<file path="src/rtl/obstacle_spawner.sv">
// Obstacle spawner for the dino game.
// Draws one random word per obstacle, waits a level-dependent number of game ticks,
// then offers the obstacle to the scroller over a valid/ready handshake. Accepted
// spawns raise the difficulty level, which narrows the gap range and unlocks birds.
module obstacle_spawner #(
  parameter int unsigned MIN_GAP          = 16,
  parameter int unsigned GAP_W            = 6,
  parameter int unsigned SPAWNS_PER_LEVEL = 8,
  parameter int unsigned BIRD_LEVEL       = 2
) (
  input  logic        clk_i,
  input  logic        rst_ni,
  input  logic        enable_i,
  input  logic        tick_i,
  input  logic [15:0] rand_i,
  output logic        rand_next_o,
  output logic        spawn_valid_o,
  input  logic        spawn_ready_i,
  output logic [1:0]  spawn_kind_o,
  output logic [2:0]  level_o
);

  localparam int unsigned CntW    = (SPAWNS_PER_LEVEL > 1) ? $clog2(SPAWNS_PER_LEVEL) : 1;
  localparam int unsigned GapCntW = GAP_W + 1;
  localparam int unsigned LvlW    = 3;

  localparam logic [LvlW-1:0]    LvlMax  = LvlW'(GAP_W);
  localparam logic [CntW-1:0]    CntLast = CntW'(SPAWNS_PER_LEVEL - 1);
  localparam logic [GapCntW-1:0] MinGap  = GapCntW'(MIN_GAP);
  localparam logic [GapCntW-1:0] GapOne  = GapCntW'(1);

  typedef enum logic [1:0] {
    StIdle,
    StDraw,
    StWait,
    StSpawn
  } state_e;

  state_e state_q, state_d;

  logic [GapCntW-1:0] gap_cnt_q, gap_cnt_d;
  logic [1:0]         kind_q, kind_d;
  logic [CntW-1:0]    spawn_cnt_q, spawn_cnt_d;
  logic [LvlW-1:0]    level_q, level_d;

  logic               rand_next_q, rand_next_d;
  logic               spawn_valid_q, spawn_valid_d;
  logic [1:0]         spawn_kind_q, spawn_kind_d;

  logic [GAP_W-1:0]   gap_field;
  logic               accept;
  logic               unused_rand;

  // Only the gap field and the kind bits are consumed; the rest of the word is ignored.
  assign unused_rand = ^rand_i;

  assign accept = (state_q == StSpawn) && spawn_ready_i;

  // Random gap shrinks by one bit of range per level; at level GAP_W it is zero.
  assign gap_field = rand_i[GAP_W-1:0] >> level_q;

  // State register.
  always_ff @(posedge clk_i or negedge rst_ni) begin
    if (!rst_ni) begin
      state_q <= StIdle;
    end else begin
      state_q <= state_d;
    end
  end

  // Next-state logic; disable wins over any tick or handshake in the same cycle.
  always_comb begin
    state_d = state_q;
    if (!enable_i) begin
      state_d = StIdle;
    end else begin
      unique case (state_q)
        StIdle:  state_d = StDraw;
        StDraw:  state_d = StWait;
        StWait: begin
          if (tick_i && (gap_cnt_q == GapOne)) begin
            state_d = StSpawn;
          end
        end
        StSpawn: begin
          if (spawn_ready_i) begin
            state_d = StDraw;
          end
        end
        default: state_d = StIdle;
      endcase
    end
  end

  // Datapath next-state: gap countdown, kind latch and difficulty tracking.
  always_comb begin
    gap_cnt_d   = gap_cnt_q;
    kind_d      = kind_q;
    spawn_cnt_d = spawn_cnt_q;
    level_d     = level_q;
    if (state_d == StIdle) begin
      // Leaving or sitting in idle forgets all difficulty progress.
      gap_cnt_d   = '0;
      kind_d      = 2'd0;
      spawn_cnt_d = '0;
      level_d     = '0;
    end else begin
      unique case (state_q)
        StDraw: begin
          gap_cnt_d = MinGap + GapCntW'(gap_field);
          unique case (rand_i[15:14])
            2'b00, 2'b01: kind_d = 2'd0;
            2'b10:        kind_d = 2'd1;
            default: begin
              if (32'(level_q) >= BIRD_LEVEL) begin
                kind_d = {1'b1, rand_i[13]};
              end else begin
                kind_d = 2'd1;
              end
            end
          endcase
        end
        StWait: begin
          if (tick_i) begin
            gap_cnt_d = gap_cnt_q - GapOne;
          end
        end
        StSpawn: begin
          if (accept) begin
            if (spawn_cnt_q == CntLast) begin
              spawn_cnt_d = '0;
              if (level_q < LvlMax) begin
                level_d = level_q + 1'b1;
              end
            end else begin
              spawn_cnt_d = spawn_cnt_q + CntW'(1);
            end
          end
        end
        default: ;
      endcase
    end
  end

  // Output decode from the next state so every output leaves a flop.
  always_comb begin
    rand_next_d   = (state_d == StDraw);
    spawn_valid_d = (state_d == StSpawn);
    spawn_kind_d  = (state_d == StSpawn) ? kind_d : 2'd0;
  end

  // Output registers.
  always_ff @(posedge clk_i or negedge rst_ni) begin
    if (!rst_ni) begin
      rand_next_q   <= 1'b0;
      spawn_valid_q <= 1'b0;
      spawn_kind_q  <= 2'd0;
    end else begin
      rand_next_q   <= rand_next_d;
      spawn_valid_q <= spawn_valid_d;
      spawn_kind_q  <= spawn_kind_d;
    end
  end

  // Datapath registers.
  always_ff @(posedge clk_i or negedge rst_ni) begin
    if (!rst_ni) begin
      gap_cnt_q   <= '0;
      kind_q      <= 2'd0;
      spawn_cnt_q <= '0;
      level_q     <= '0;
    end else begin
      gap_cnt_q   <= gap_cnt_d;
      kind_q      <= kind_d;
      spawn_cnt_q <= spawn_cnt_d;
      level_q     <= level_d;
    end
  end

  assign rand_next_o   = rand_next_q;
  assign spawn_valid_o = spawn_valid_q;
  assign spawn_kind_o  = spawn_kind_q;
  assign level_o       = level_q;

endmodule

</file>
<file path="config.mk">
export PLATFORM = sky130hd
export DESIGN_NAME = obstacle_spawner
export DESIGN_NICKNAME = d
export VERILOG_FILES = /design/src/rtl/obstacle_spawner.sv
export SDC_FILE = /design/constraint.sdc
export NUM_CORES = 1
export LEC_CHECK = 0
export CORE_MARGIN = 2
export CORE_UTILIZATION = 33
export DETAILED_ROUTE_END_ITERATION = 12
export DONT_BUFFER_PORTS = 1
export SLEW_MARGIN = 20
export SYNTH_ARGS = -nofsm -noshare
export SYNTH_HDL_FRONTEND = slang
export SYNTH_SLANG_ARGS = --single-unit
</file>
<file path="constraint.sdc">
create_clock -name clk_i -period 2.9 [get_ports clk_i]
set_input_delay 0.58 -clock clk_i [delete_from_list [all_inputs] [get_ports clk_i]]
set_output_delay 0.58 -clock clk_i [all_outputs]
set_load 0.01 [all_outputs]
</file>
==> impl_results.md, run 1 <==
- Clock root buffer: clkbuf_8
- Total inserted antenna cells: 0
- Max-slew headroom: 60.0%
- Largest net degree at the start of global routing: 17
- Syn Std Cell Area: 0.00136 sq mm
- Total Routing Usage GR: 13.9%
- Die height: 68.1 um
- Minimum clock period: 1.91 ns
- Worst endpoint required time: 3.05 ns
- IO Pins: 28
- Inst Count DP: 187
- Worst skew pair latency: 0.26 ns
- Ys async rst share: 100%
- Worst vdd ir: 0.262 mV
- Worst hold path depth: 1
- Placed cell area: 0.00137 sq mm
- First-pass GRT wire length: 4790 um
- Chip width: 68.1 um
- Port bufs: 0
- Syn_nets: 172
- Final setup viols: 0
- Seq/Total Area, Yosys: 38.8%
- Yosys reg bits: 21
- Nets@finish: 171
- TritonRoute pass-1 iters: 4
- Worst setup margin: 0.994 ns
- Sum of negative setup slack: 0 ns
- Post-layout power: 0.708 mW
- Fraction of layout cells with a size suffix above 1: 11.2%
- Worst Setup End Kind: register
- # H-tree levels: 1
- Post-synthesis cell count: 145
- CTS tree: built
- Initial Utilization: 34.1%
- Tightest Pin Transition: 0.599 ns
- Delay-heaviest family, CP: flip-flops
- Worst Path Buf+Inv: 0
- Initial antenna violation count: 0
- Mapped Avg Cell Area: 9.35 sq um
- Min-Delay Path Class: in2reg
- Clock Sinks: 21
- Number of flops mapped to enable cells by yosys: 0
- WL final: 2910 um
- CP startpoint kind: register
- Leakage: 0.615 nW
- FF-to-FF path depth: 6
- Number of cells on the critical path: 6
- Placement Setup Slack: 1.00 ns
- Slowest-stage cell, CP: dfrtp_1
- Placer Congestion: 0.861
- CP arrival: 2.05 ns
- CP max FO: 9
- Row count: 23
- Area grow syn2layout: 5.91%
- Clock Path Buffers: 2
- Vias/cell: 5.52
- Core area: 0.00397 sq mm
- Most used DFF post-synth: dfrtp_1
- Overflow after GRT: 0
- Post-DR wirelength/cell: 15.1 um
- Hold Vio Cnt, Final: 0
- Final instance area: 0.00144 sq mm
- Die area: 0.00463 sq mm
- Setup Skew: 0.00522 ns
- Yosys cell types: 47
- Finished Layout Cells: 193
- Clock-pin slew on the worst setup and hold paths: 0.08 ns
- Via Count: 1066
- Vias in the first global route: 1032
- CTS buffer count: 3
- Yosys warning total: 0
- Setup Fix Bufs, Post-CTS: 0
- Critical path type: reg2reg
- Fill count: 407
- # Max-Cap Violations: 0
- Final slew viol count: 0
- CP max stage delay: 0.61 ns
- Dpl hpwl: 2150 um
- Worst path cell trace: mux2i_1 -> nor3_1 -> ha_1 -> nor2b_1 -> a31oi_1 -> o22ai_1
- P per Cell Area: 494 mW/mm^2
- F_max: 0.525 GHz
- Initial DRC count: 79
- R2R setup slack: 0.99 ns
- Drc violations: 0
- Final antenna-violating net count: 0
- Status: complete, no violations
- RSZ-0062 raised after global routing: no
- Final period util: 65.7%
## through the flow
step           hold WS [ns]  utilization (%)
2_1_floorplan         0.284                -
3_3_place_gp          0.285             34.5
3_5_place_dp          0.285             34.5
4_1_cts             0.00313             35.9
5_1_grt               0.439             36.1
6_report              0.443             36.1
## worst paths after layout
| check | endpoint | from |
|---|---|---|
| worst max-delay path | gap_cnt_q[5] | level_o[0] |
| worst min-delay path | gap_cnt_q[2] | enable_i |
| worst max register to register | gap_cnt_q[5] | level_o[0] |
| worst min register to register | kind_q[1] | kind_q[1] |
| max in group asynchronous | level_o[1] | rst_ni |
| min in group asynchronous | gap_cnt_q[6] | rst_ni |
## final cells by class
cell class                      instances  area [sq um]  share of cell area [%]
Tap cell                               50          62.6                    4.36
Timing Repair Buffer                    2          20.0                    1.39
Clock buffer                            3          41.3                    2.88
Multi-Input combinational cell        109           754                    52.6
Inverter                                7          26.3                    1.83
Sequential cell                        21           526                    36.6
Clock inverter                          1          5.00                   0.349
## state kept, by name (all words and copies together), names as in the netlist
register,flops
gap_cnt_q,7
kind_q,2
level_o,3
rand_next_o,1
spawn_cnt_q,3
spawn_kind_o,2
spawn_valid_o,1
state_q,2
## cells in the final DEF (no fill, tap or decap), types with 4 or more instances in the layout
cell      synthesis  routed
o21ai_0           6       6
nor3_1            6       6
nor2_1           10      10
inv_1             6       6
ha_1              6       6
dfrtp_1          21      21
nand2b_1          6       6
nand3_1           7       7
nand2_1          11      11
a21oi_1          11      11
nor2b_1           6       6
mux2i_1           4       4
## synthesized netlist by cell type, types with 3 or more instances
cell      instances  area (sq um)
nor3_1            6          30.0
o22ai_1           3          18.8
inv_1             6          22.5
o21ai_0           6          30.0
buf_2             3          15.0
a31oi_1           3          18.8
nor2b_1           6          37.5
nand2b_1          6          37.5
nand2_1          11          41.3
dfrtp_1          21           526
mux2i_1           4          40.0
nor2_1           10          37.5
ha_1              6          75.1
a21oi_1          11          55.1
nand3_1           7          35.0
## timing repair
item,CTS,global route
hold endpoints to repair,12,9
hold buffers,1,1
gates resized for setup,0,0
setup endpoints to repair,0,0
## metal layers
layer	track usage [%]	vias to the layer above	routed length [um]
li1	-	524	-
met1	18.2	514	1280
met2	21.5	24	1430
met3	4.77	4	169
met4	4.50	0	27
met5	0	-	0
## kinds of logic (layout without fill, tap and decap cells)
kind of cell             Yosys count  count (layout)  synth area share [%]
AO/OA/AOI/OAI                     37              37                  19.1
XOR/XNOR                           2               2                  1.29
adder cells (fa/ha/maj)            6               6                  5.54
buffers and inverters             15              13                  5.54
flip-flops                        21              21                  38.8
multiplexers                       8               8                  7.39
AND/OR/NAND/NOR                   56              56                  22.3
## power by group
part           leakage (nW)  internal (mW)  switching, mW  total, mW
clock                0.0255         0.0959         0.0987      0.195
sequential            0.285          0.314         0.0369      0.351
combinational         0.304         0.0733         0.0896      0.163
No activity file was read; power rests on OpenSTA's default activity.
==> run 2, diff against run 1 <==
==> constraint.sdc (replaced) <==
create_clock -name clk_i -period 1.9 [get_ports clk_i]
set_input_delay 0.38 -clock clk_i [delete_from_list [all_inputs] [get_ports clk_i]]
set_output_delay 0.38 -clock clk_i [all_outputs]
set_load 0.01 [all_outputs]
==> run 2 against run 1 <==
  * Sequential share of layout area is 0.90 points lower
  * Maximum frequency is 12% higher
  * Die area stayed put
  * Setup slack worse by 0.79 ns
  * Total power is 53% higher
  * Wire length is 1.2% higher
  * Clock power is 52% higher
  * Non-clock buffer count is 6 higher
  * Core utilization is 0.91 points higher
  * First-iteration DRC count is 20% lower
  * Combinational power is 59% higher
  * Via count is 2.5% higher
  * Critical path type unchanged
==> impl_results.md, run 2 (synthesis results as in run 1) <==
- Status: complete, no violations
- Fraction of layout cells with a size suffix above 1: 15.4%
- # Max-Cap Violations: 0
- Final setup viols: 0
- Setup Skew: 0.00125 ns
- Core area: 0.00397 sq mm
- First-pass GRT wire length: 4820 um
- Drc violations: 0
- Area grow syn2layout: 8.59%
- Worst setup margin: 0.205 ns
- Hold Vio Cnt, Final: 0
- Initial DRC count: 63
- Worst skew pair latency: 0.26 ns
- TritonRoute pass-1 iters: 4
- CTS buffer count: 3
- Minimum clock period: 1.70 ns
- Finished Layout Cells: 199
- Placement Setup Slack: 0.216 ns
- Final slew viol count: 0
- F_max: 0.590 GHz
- P per Cell Area: 738 mW/mm^2
- Worst Setup End Kind: register
- Setup Fix Bufs, Post-CTS: 0
- Most common cell after layout, fill and taps aside: dfrtp_1
- CP max FO: 6
- Dpl hpwl: 2290 um
- Final period util: 89.2%
- Clock root buffer: clkbuf_8
- Worst vdd ir: 0.468 mV
- Via Count: 1093
- Clock Path Buffers: 2
- Max reg flops: 7
- Total Routing Usage GR: 14.0%
- Leakage: 0.645 nW
- CTS tree: built
- Most flop-heavy register: gap_cnt_q
- Initial antenna violation count: 0
- Placer Congestion: 0.880
- WL final: 2940 um
- Final antenna-violating net count: 0
- Clock Sinks: 21
- Cts repair resizes: 0
- CP arrival: 1.83 ns
- # H-tree levels: 1
- Worst endpoint required time: 2.03 ns
- Vias in the first global route: 1049
- Largest net degree at the start of global routing: 22
- Sum of negative setup slack: 0 ns
- Most frequent cells in the layout: dfrtp_1 (21), nand2_1 (11), a21oi_1 (11), nor2_1 (10)
- Row count: 23
- Die height: 68.1 um
- Hold Buf Count CTS: 1
- CP max stage delay: 0.49 ns
- CP startpoint kind: register
- Tightest Pin Transition: 0.484 ns
- Slowest-stage cell, CP: mux4_2
- IO Pins: 28
- Max-slew headroom: 67.7%
- Critical path type: reg2reg
- Vias/cell: 5.49
- Overflow after GRT: 0
- Worst Path Buf+Inv: 1
- Fill count: 404
- Delay-heaviest family, CP: multiplexers
- Inst Count DP: 194
- Total inserted antenna cells: 0
- Initial Utilization: 34.1%
- RSZ-0062 raised after global routing: no
- Chip width: 68.1 um
- Post-DR wirelength/cell: 14.8 um
- Nets@finish: 177
- Worst path cell trace: buf_4 -> mux4_2 -> and2_0 -> o21ai_1 -> a21oi_1
- Die area: 0.00463 sq mm
- Min-Delay Path Class: in2async
- Port bufs: 0
- Clock-pin slew on the worst setup and hold paths: 0.08 ns
==> run 2: cell count changes in the layout (fill, tap and decap cells not counted), sizes merged <==
cell | before | now
clkbuf | 3 | 4
buf | 0 | 8
clkinv | 1 | 0
dlygate4sd3 | 2 | 0
==> run 2: power breakdown <==
| group | switching, mW | leakage [nW] | total (mW) | internal, mW |
|---|---|---|---|---|
| Clock | 0.147 | 0.0228 | 0.296 | 0.150 |
| Sequential | 0.0516 | 0.285 | 0.531 | 0.480 |
| Combinational | 0.141 | 0.337 | 0.259 | 0.117 |
| Total | 0.339 | 0.645 | 1.09 | 0.747 |
==> run 2: final cells by class <==
type | instances | area [sq um] | share of cell area [%]
flip-flops and latches | 21 | 526 | 35.7
inverters | 7 | 26.3 | 1.79
repair buffers | 8 | 57.6 | 3.91
well taps | 50 | 62.6 | 4.25
clock buffers | 4 | 45.0 | 3.06
multi-input cells | 109 | 754 | 51.3
==> run 2: final timing paths <==
kind,start,to,slack (ns),depth (start not counted)
worst max-delay path,level_o[0],gap_cnt_q[1],0.20,5
worst max register to register,level_o[0],gap_cnt_q[1],0.20,5
max in group asynchronous,rst_ni,level_o[0],1.50,1
worst min register to register,kind_q[1],kind_q[1],0.52,2
worst min-delay path,rst_ni,gap_cnt_q[6],0.07,1
min in group clk_i,enable_i,gap_cnt_q[2],0.24,1
==> run 2: stage by stage <==
step | utilization [%] | hold WS [ns] | total power, mW | instance area [sq um]
final | 37.1 | 0.0697 | 1.09 | 1470
after global routing | 37.1 | 0.105 | 1.16 | 1470
after CTS | 37.2 | 0.227 | 1.10 | 1480
after detailed placement | 35.8 | 0.0853 | 0.790 | 1420
after global placement | 35.8 | 0.0853 | 0.781 | 1420
after floorplan | - | 0.0844 | 0.739 | 1360
==> run 2: per-layer routing <==
metal	global-route usage, %	routed length [um]	vias up
met4	3.50	30	0
met5	0	0	-
met1	18.2	1340	526
met3	5.43	167	5
met2	21.8	1410	31
li1	-	-	531
